## config.mk

```make
export PLATFORM = sky130hd
export DESIGN_NAME = adc_capture_ctrl
export DESIGN_NICKNAME = d
export VERILOG_FILES = /design/src/rtl/adc_capture_ctrl.sv
export SDC_FILE = /design/constraint.sdc
export NUM_CORES = 1
export LEC_CHECK = 0
export ABC_AREA = 1
export CAP_MARGIN = 20
export CORE_MARGIN = 1
export CORE_UTILIZATION = 59
export DETAILED_ROUTE_END_ITERATION = 6
export PLACE_DENSITY_LB_ADDON = 0.12
export SLEW_MARGIN = 20
export SYNTH_ARGS = -nofsm -noshare
export SYNTH_HDL_FRONTEND = slang
export SYNTH_SLANG_ARGS = --single-unit
```

## constraint.sdc

```tcl
create_clock -name dco -period 3.2 [get_ports dco]
set_input_delay 0.48 -clock dco [delete_from_list [all_inputs] [get_ports dco]]
set_output_delay 0.48 -clock dco [all_outputs]
set_load 0.02 [all_outputs]
```

## src/rtl/adc_capture_ctrl.sv

```systemverilog
// adc_capture_ctrl
// Capture sequencer between the ADC sample packer and the host-bound FIFO.
// Arms on a host start pulse, optionally waits for a level trigger, decimates
// the packed sample stream and pairs kept samples into 32-bit FIFO writes.
// Optional feature macro: ADC_CAPTURE_TRIG_EN adds the trig_level port and the
// rising-level trigger in ARM; without it ARM lasts exactly one cycle.
module adc_capture_ctrl #(
    parameter int CNT_W = 24,
    parameter int DEC_W = 8
) (
    input  logic             dco,
    input  logic             rst_n,
    input  logic             start,
    input  logic             abort,
    input  logic [CNT_W-1:0] num_words,
    input  logic [DEC_W-1:0] decim,
`ifdef ADC_CAPTURE_TRIG_EN
    input  logic [5:0]       trig_level,
`endif
    input  logic [15:0]      cat_data,
    input  logic             fifo_full,
    output logic             fifo_wr_en,
    output logic [31:0]      fifo_din,
    output logic             busy,
    output logic             done,
    output logic             overflow
);

    typedef enum logic [1:0] {
        IDLE    = 2'd0,
        ARM     = 2'd1,
        CAPTURE = 2'd2
    } state_t;

    state_t           state_q, state_d;
    logic [CNT_W-1:0] numWords_q, numWords_d;
    logic [DEC_W-1:0] decim_q, decim_d;
    logic [DEC_W-1:0] decCnt_q, decCnt_d;
    logic [CNT_W-1:0] wordCnt_q, wordCnt_d;
    logic [CNT_W-1:0] wordCntNext;
    logic [15:0]      lowHalf_q, lowHalf_d;
    logic             pairOdd_q, pairOdd_d;
    logic             fifoWrEn_q, fifoWrEn_d;
    logic [31:0]      fifoDin_q, fifoDin_d;
    logic             busy_q, busy_d;
    logic             done_q, done_d;
    logic             overflow_q, overflow_d;
`ifdef ADC_CAPTURE_TRIG_EN
    logic [5:0]       prev_q, prev_d;
    logic             prevValid_q, prevValid_d;
`endif

    // State and datapath registers; reset clears everything, including the strobe.
    always_ff @(posedge dco or negedge rst_n) begin
        if (!rst_n) begin
            state_q     <= IDLE;
            numWords_q  <= '0;
            decim_q     <= '0;
            decCnt_q    <= '0;
            wordCnt_q   <= '0;
            lowHalf_q   <= '0;
            pairOdd_q   <= 1'b0;
            fifoWrEn_q  <= 1'b0;
            fifoDin_q   <= '0;
            busy_q      <= 1'b0;
            done_q      <= 1'b0;
            overflow_q  <= 1'b0;
`ifdef ADC_CAPTURE_TRIG_EN
            prev_q      <= '0;
            prevValid_q <= 1'b0;
`endif
        end else begin
            state_q     <= state_d;
            numWords_q  <= numWords_d;
            decim_q     <= decim_d;
            decCnt_q    <= decCnt_d;
            wordCnt_q   <= wordCnt_d;
            lowHalf_q   <= lowHalf_d;
            pairOdd_q   <= pairOdd_d;
            fifoWrEn_q  <= fifoWrEn_d;
            fifoDin_q   <= fifoDin_d;
            busy_q      <= busy_d;
            done_q      <= done_d;
            overflow_q  <= overflow_d;
`ifdef ADC_CAPTURE_TRIG_EN
            prev_q      <= prev_d;
            prevValid_q <= prevValid_d;
`endif
        end
    end

    // Next-state logic: sequencing, decimation, pairing and write attempts.
    // The strobe is a single-cycle pulse, so it defaults low every cycle.
    always_comb begin
        state_d     = state_q;
        numWords_d  = numWords_q;
        decim_d     = decim_q;
        decCnt_d    = decCnt_q;
        wordCnt_d   = wordCnt_q;
        wordCntNext = wordCnt_q + 1'b1;
        lowHalf_d   = lowHalf_q;
        pairOdd_d   = pairOdd_q;
        fifoWrEn_d  = 1'b0;
        fifoDin_d   = fifoDin_q;
        busy_d      = busy_q;
        done_d      = done_q;
        overflow_d  = overflow_q;
`ifdef ADC_CAPTURE_TRIG_EN
        prev_d      = prev_q;
        prevValid_d = prevValid_q;
`endif

        case (state_q)
            IDLE: begin
                if (start && !abort) begin
                    state_d    = ARM;
                    numWords_d = num_words;
                    decim_d    = decim;
                    done_d     = 1'b0;
                    overflow_d = 1'b0;
                    busy_d     = 1'b1;
`ifdef ADC_CAPTURE_TRIG_EN
                    prevValid_d = 1'b0;
`endif
                end
            end

            ARM: begin
                if (abort) begin
                    state_d = IDLE;
                    busy_d  = 1'b0;
                end else begin
`ifdef ADC_CAPTURE_TRIG_EN
                    prev_d      = cat_data[15:10];
                    prevValid_d = 1'b1;
                    if (prevValid_q && (prev_q < trig_level) &&
                        (cat_data[15:10] >= trig_level)) begin
                        state_d   = CAPTURE;
                        decCnt_d  = '0;
                        wordCnt_d = '0;
                        pairOdd_d = 1'b0;
                    end
`else
                    state_d   = CAPTURE;
                    decCnt_d  = '0;
                    wordCnt_d = '0;
                    pairOdd_d = 1'b0;
`endif
                end
            end

            CAPTURE: begin
                if (abort) begin
                    state_d   = IDLE;
                    busy_d    = 1'b0;
                    pairOdd_d = 1'b0;
                end else if (decCnt_q == '0) begin
                    decCnt_d = decim_q;
                    if (!pairOdd_q) begin
                        lowHalf_d = cat_data;
                        pairOdd_d = 1'b1;
                    end else begin
                        pairOdd_d = 1'b0;
                        wordCnt_d = wordCntNext;
                        if (fifo_full) begin
                            overflow_d = 1'b1;
                        end else begin
                            fifoWrEn_d = 1'b1;
                            fifoDin_d  = {cat_data, lowHalf_q};
                        end
                        if ((numWords_q != '0) && (wordCntNext == numWords_q)) begin
                            state_d = IDLE;
                            done_d  = 1'b1;
                            busy_d  = 1'b0;
                        end
                    end
                end else begin
                    decCnt_d = decCnt_q - 1'b1;
                end
            end

            default: begin
                state_d = IDLE;
                busy_d  = 1'b0;
            end
        endcase
    end

    assign fifo_wr_en = fifoWrEn_q;
    assign fifo_din   = fifoDin_q;
    assign busy       = busy_q;
    assign done       = done_q;
    assign overflow   = overflow_q;

endmodule

```

==> summary.txt <==
Status
  – Status: finished clean

Worst setup path
  – Buf/Inv on CP: 0
  – CP required: 3.63 ns
  – CP max FO: 6
  – Stages on worst setup path: 18
  – CP dominant cell by count: nand2_1
  – Top delay family on crit path: simple AND/OR/NAND/NOR gates
  – CP startpoint kind: flop
  – Worst path arrival time: 2.96 ns
  – Crit path kind: flop to flop
  – Slowest stage delay, CP: 0.45 ns
  – Worst Setup End Kind: flop
  – Cell breakdown of the critical path: ha_1 > nand2_1 > nor2_2 > nand2_1 > nand2_1 > nand2_1 > nand2_1 > nand2_1 > nor2_1 > nand2_1 > nor2_1 > nand2_1 > nor2_1 > nand2_1 > nand2_1 > nand3_1 > nand2_1 > nand2_1
  – Cell count of the worst reg-to-reg path: 18
  – Critical Path Slowest Stage Cell: dfrtp_1

GRT
  – First-pass GRT wire length: 25.2 mm
  – GRT Total Usage: 32.0%
  – GRT overflow: 0
  – Number of global-route vias before repair: 5477
  – Largest net degree at the start of global routing: 66
  – Initial antenna violation count: 0

Yosys
  – Number of distinct library cells after synthesis: 33
  – #FFs+latches synth: 119
  – Largest cells by area after synthesis: dfrtp_1 (50%), nand2_1 (19%), inv_1 (5.6%)
  – Synthesized area per cell: 7.62 um2
  – Async set or reset register ratio after synthesis: 100%
  – Commonest cells post-synth: nand2_1 (294), dfrtp_1 (119), inv_1 (89)
  – Top-count cell post-synth: nand2_1
  – Synthesized area: 5940 um2
  – Yosys warns: 0
  – Synth Instances: 779
  – Cell taking the most area after synthesis: dfrtp_1
  – EDFF count, synth: 0
  – Synthesized net count: 835
  – Share of the synthesized area in the top cell type: 50.2%
  – Synth Flop Type: dfrtp_1
  – Sequential area share after synthesis: 50.2%

STA
  – RSZ-0062 raised after global routing: false
  – Fmax: 394 MHz
  – Period utilization: 79.3%
  – Worst Skew: 0.00815 ns
  – Setup_tns: 0 ns
  – Final setup margin: 0.664 ns
  – Worst-Margin Slew: 0.871 ns
  – Setup violators final: 0
  – Slew Viols, Final: 0
  – Final Hold Fails: 0
  – Min Tclk post-route: 2.54 ns
  – Slew HR: 42.0%

Clock tree
  – Clk slew on worst S/H paths: 0.06 ns
  – CTS Root Cell: clkbuf_8
  – CTS resizes: 0
  – Post-CTS Setup Bufs: 0
  – CTS tree: built
  – CTS Buffer Depth: 2
  – Clk Latency, worst-skew pair: 0.54 ns
  – CTS buffer count: 17
  – Hold buffers post-CTS: 0
  – Sinks on Clock Net: 119
  – H-tree Lvls: 4

Route
  – Vias per cell: 5.34
  – Top Metal Used: met4
  – Routed wire length: 15.1 mm
  – DRC viols: 0
  – WL per Instance: 14.8 um
  – DRT Pass-1 Iters: 7
  – Via count: 5449
  – Initial drt markers: 269
  – Post-route ant nets: 0
  – Met3 WL post-DR: 1.14 mm
  – Met1 wire length: 6.22 mm
  – Routed length on met2: 7.36 mm

Placed design
  – DP HPWL: 10.4 mm
  – Gpl congestion: 0.903
  – DP Cell Count: 988
  – Port-buffer cells: 88
  – Placed Area: 6950 um2
  – Place WS: 0.680 ns

Final layout
  – Fin cells: 1020
  – Share of cells above drive strength 1: 6.88%
  – Layout Nets: 930
  – N_diodes: 0
  – Design area: 7540 um2
  – Area grow syn2layout: 27.0%

Floorplanning
  – Die height: 102 um
  – # rows: 36
  – Starting Density: 60.7%
  – Boundary Pins: 89
  – Core area: 9770 um2
  – DIE AREA: 10500 um2
  – Die Span X: 102 um

Run
  – Max_cap viols: 0

Pwr
  – P per Cell Area: 871 nW/um2
  – Worst VDD drop: 0.537 mV
  – Power, Total: 0.00657 W
  – Lkg Pwr: 3.64 nW
  – Sw frac: 37.8%
  – Clock power frac: 28.9%
  – P_sw: 0.00248 W
  – Seq pwr share: 38.4%
  – Cell internal pwr: 0.00409 W
  – Combinational fraction of design power: 32.8%

Min path
  – Hold Crit Class: input port to async pin
[power by group through the flow]
stage	registers [W]	logic (W)	clock network, W
floorplan	0.00247	0.00144	0
global placement	0.00250	0.00205	0
detailed placement	0.00251	0.00212	0
CTS	0.00250	0.00215	0.00191
global route	0.00258	0.00247	0.00198
finish	0.00252	0.00215	0.00190
[kinds of logic (layout without fill, tap and decap cells)]
group	count (synthesis)	count (layout)	synth area share (%)
AO/OA/AOI/OAI	102	102	9.59
XOR/XNOR	8	8	1.18
adder cells (fa/ha/maj)	3	3	0.632
buffers and inverters	112	220	7.55
flip-flops	119	119	50.2
AND/OR/NAND/NOR	435	435	30.9
[final cells by class]
type / instances / area (um2)
repair buffers: 95 / 943
inverters: 93 / 349
flip-flops and latches: 119 / 2980
clock inverters: 12 / 139
multi-input cells: 548 / 2510
clock buffers: 20 / 455
well taps: 133 / 166
fillers: 688 / 2230
[path summary, 6_finish.rpt]
| check | start | to | slack, ns |
|---|---|---|---|
| max | wordCnt_q[0] | busy | 0.66 |
| min | rst_n | wordCnt_q[4] | 0.04 |
| max reg2reg | wordCnt_q[0] | busy | 0.66 |
| min reg2reg | fifo_din[7] | fifo_din[7] | 0.47 |
| max in group asynchronous | rst_n | wordCnt_q[12] | 2.39 |
| min in group dco | fifo_din[7] | fifo_din[7] | 0.47 |
[state kept, by name, indices dropped and copies added (netlist names)]
| name | flops |
|---|---|
| fifo_din | 32 |
| numWords_q | 24 |
| wordCnt_q | 24 |
| lowHalf_q | 16 |
| decCnt_q | 8 |
| decim_q | 8 |
| state_q | 2 |
| busy | 1 |
| done | 1 |
| fifo_wr_en | 1 |
| overflow | 1 |
| pairOdd_q | 1 |
[metrics by stage]
| stage | hold slack, ns | util (%) |
|---|---|---|
| after detailed placement | 0.458 | 71.1 |
| after CTS | 0.0769 | 77.2 |
| after global placement | 0.453 | 71.1 |
| after global routing | 0.106 | 77.2 |
| after floorplan | 0.184 | - |
| final | 0.0396 | 77.2 |
[layer usage]
| metal | GRT usage (%) | up-vias |
|---|---|---|
| li1 | - | 2668 |
| met1 | 38.4 | 2569 |
| met2 | 52.7 | 174 |
| met3 | 11.1 | 38 |
| met4 | 13.3 | 0 |
| met5 | 0 | - |
[placed cells by master (no fill, tap or decap), types with 5 or more instances in the layout]
| cell | synthesis | layout |
|---|---|---|
| xor2_1 | 5 | 5 |
| o22ai_1 | 23 | 23 |
| clkdlybuf4s50_1 | 0 | 87 |
| nor2_1 | 56 | 56 |
| buf_4 | 0 | 7 |
| dfrtp_1 | 119 | 119 |
| o21ai_0 | 52 | 52 |
| o21ai_1 | 8 | 8 |
| nand2_1 | 294 | 294 |
| clkbuf_16 | 0 | 16 |
| nand3_1 | 48 | 48 |
| nand3b_1 | 12 | 12 |
| a21oi_1 | 10 | 10 |
| inv_1 | 89 | 89 |
| nor2_2 | 5 | 5 |
| nand4_1 | 7 | 7 |
(Power assumes the default switching activity.)
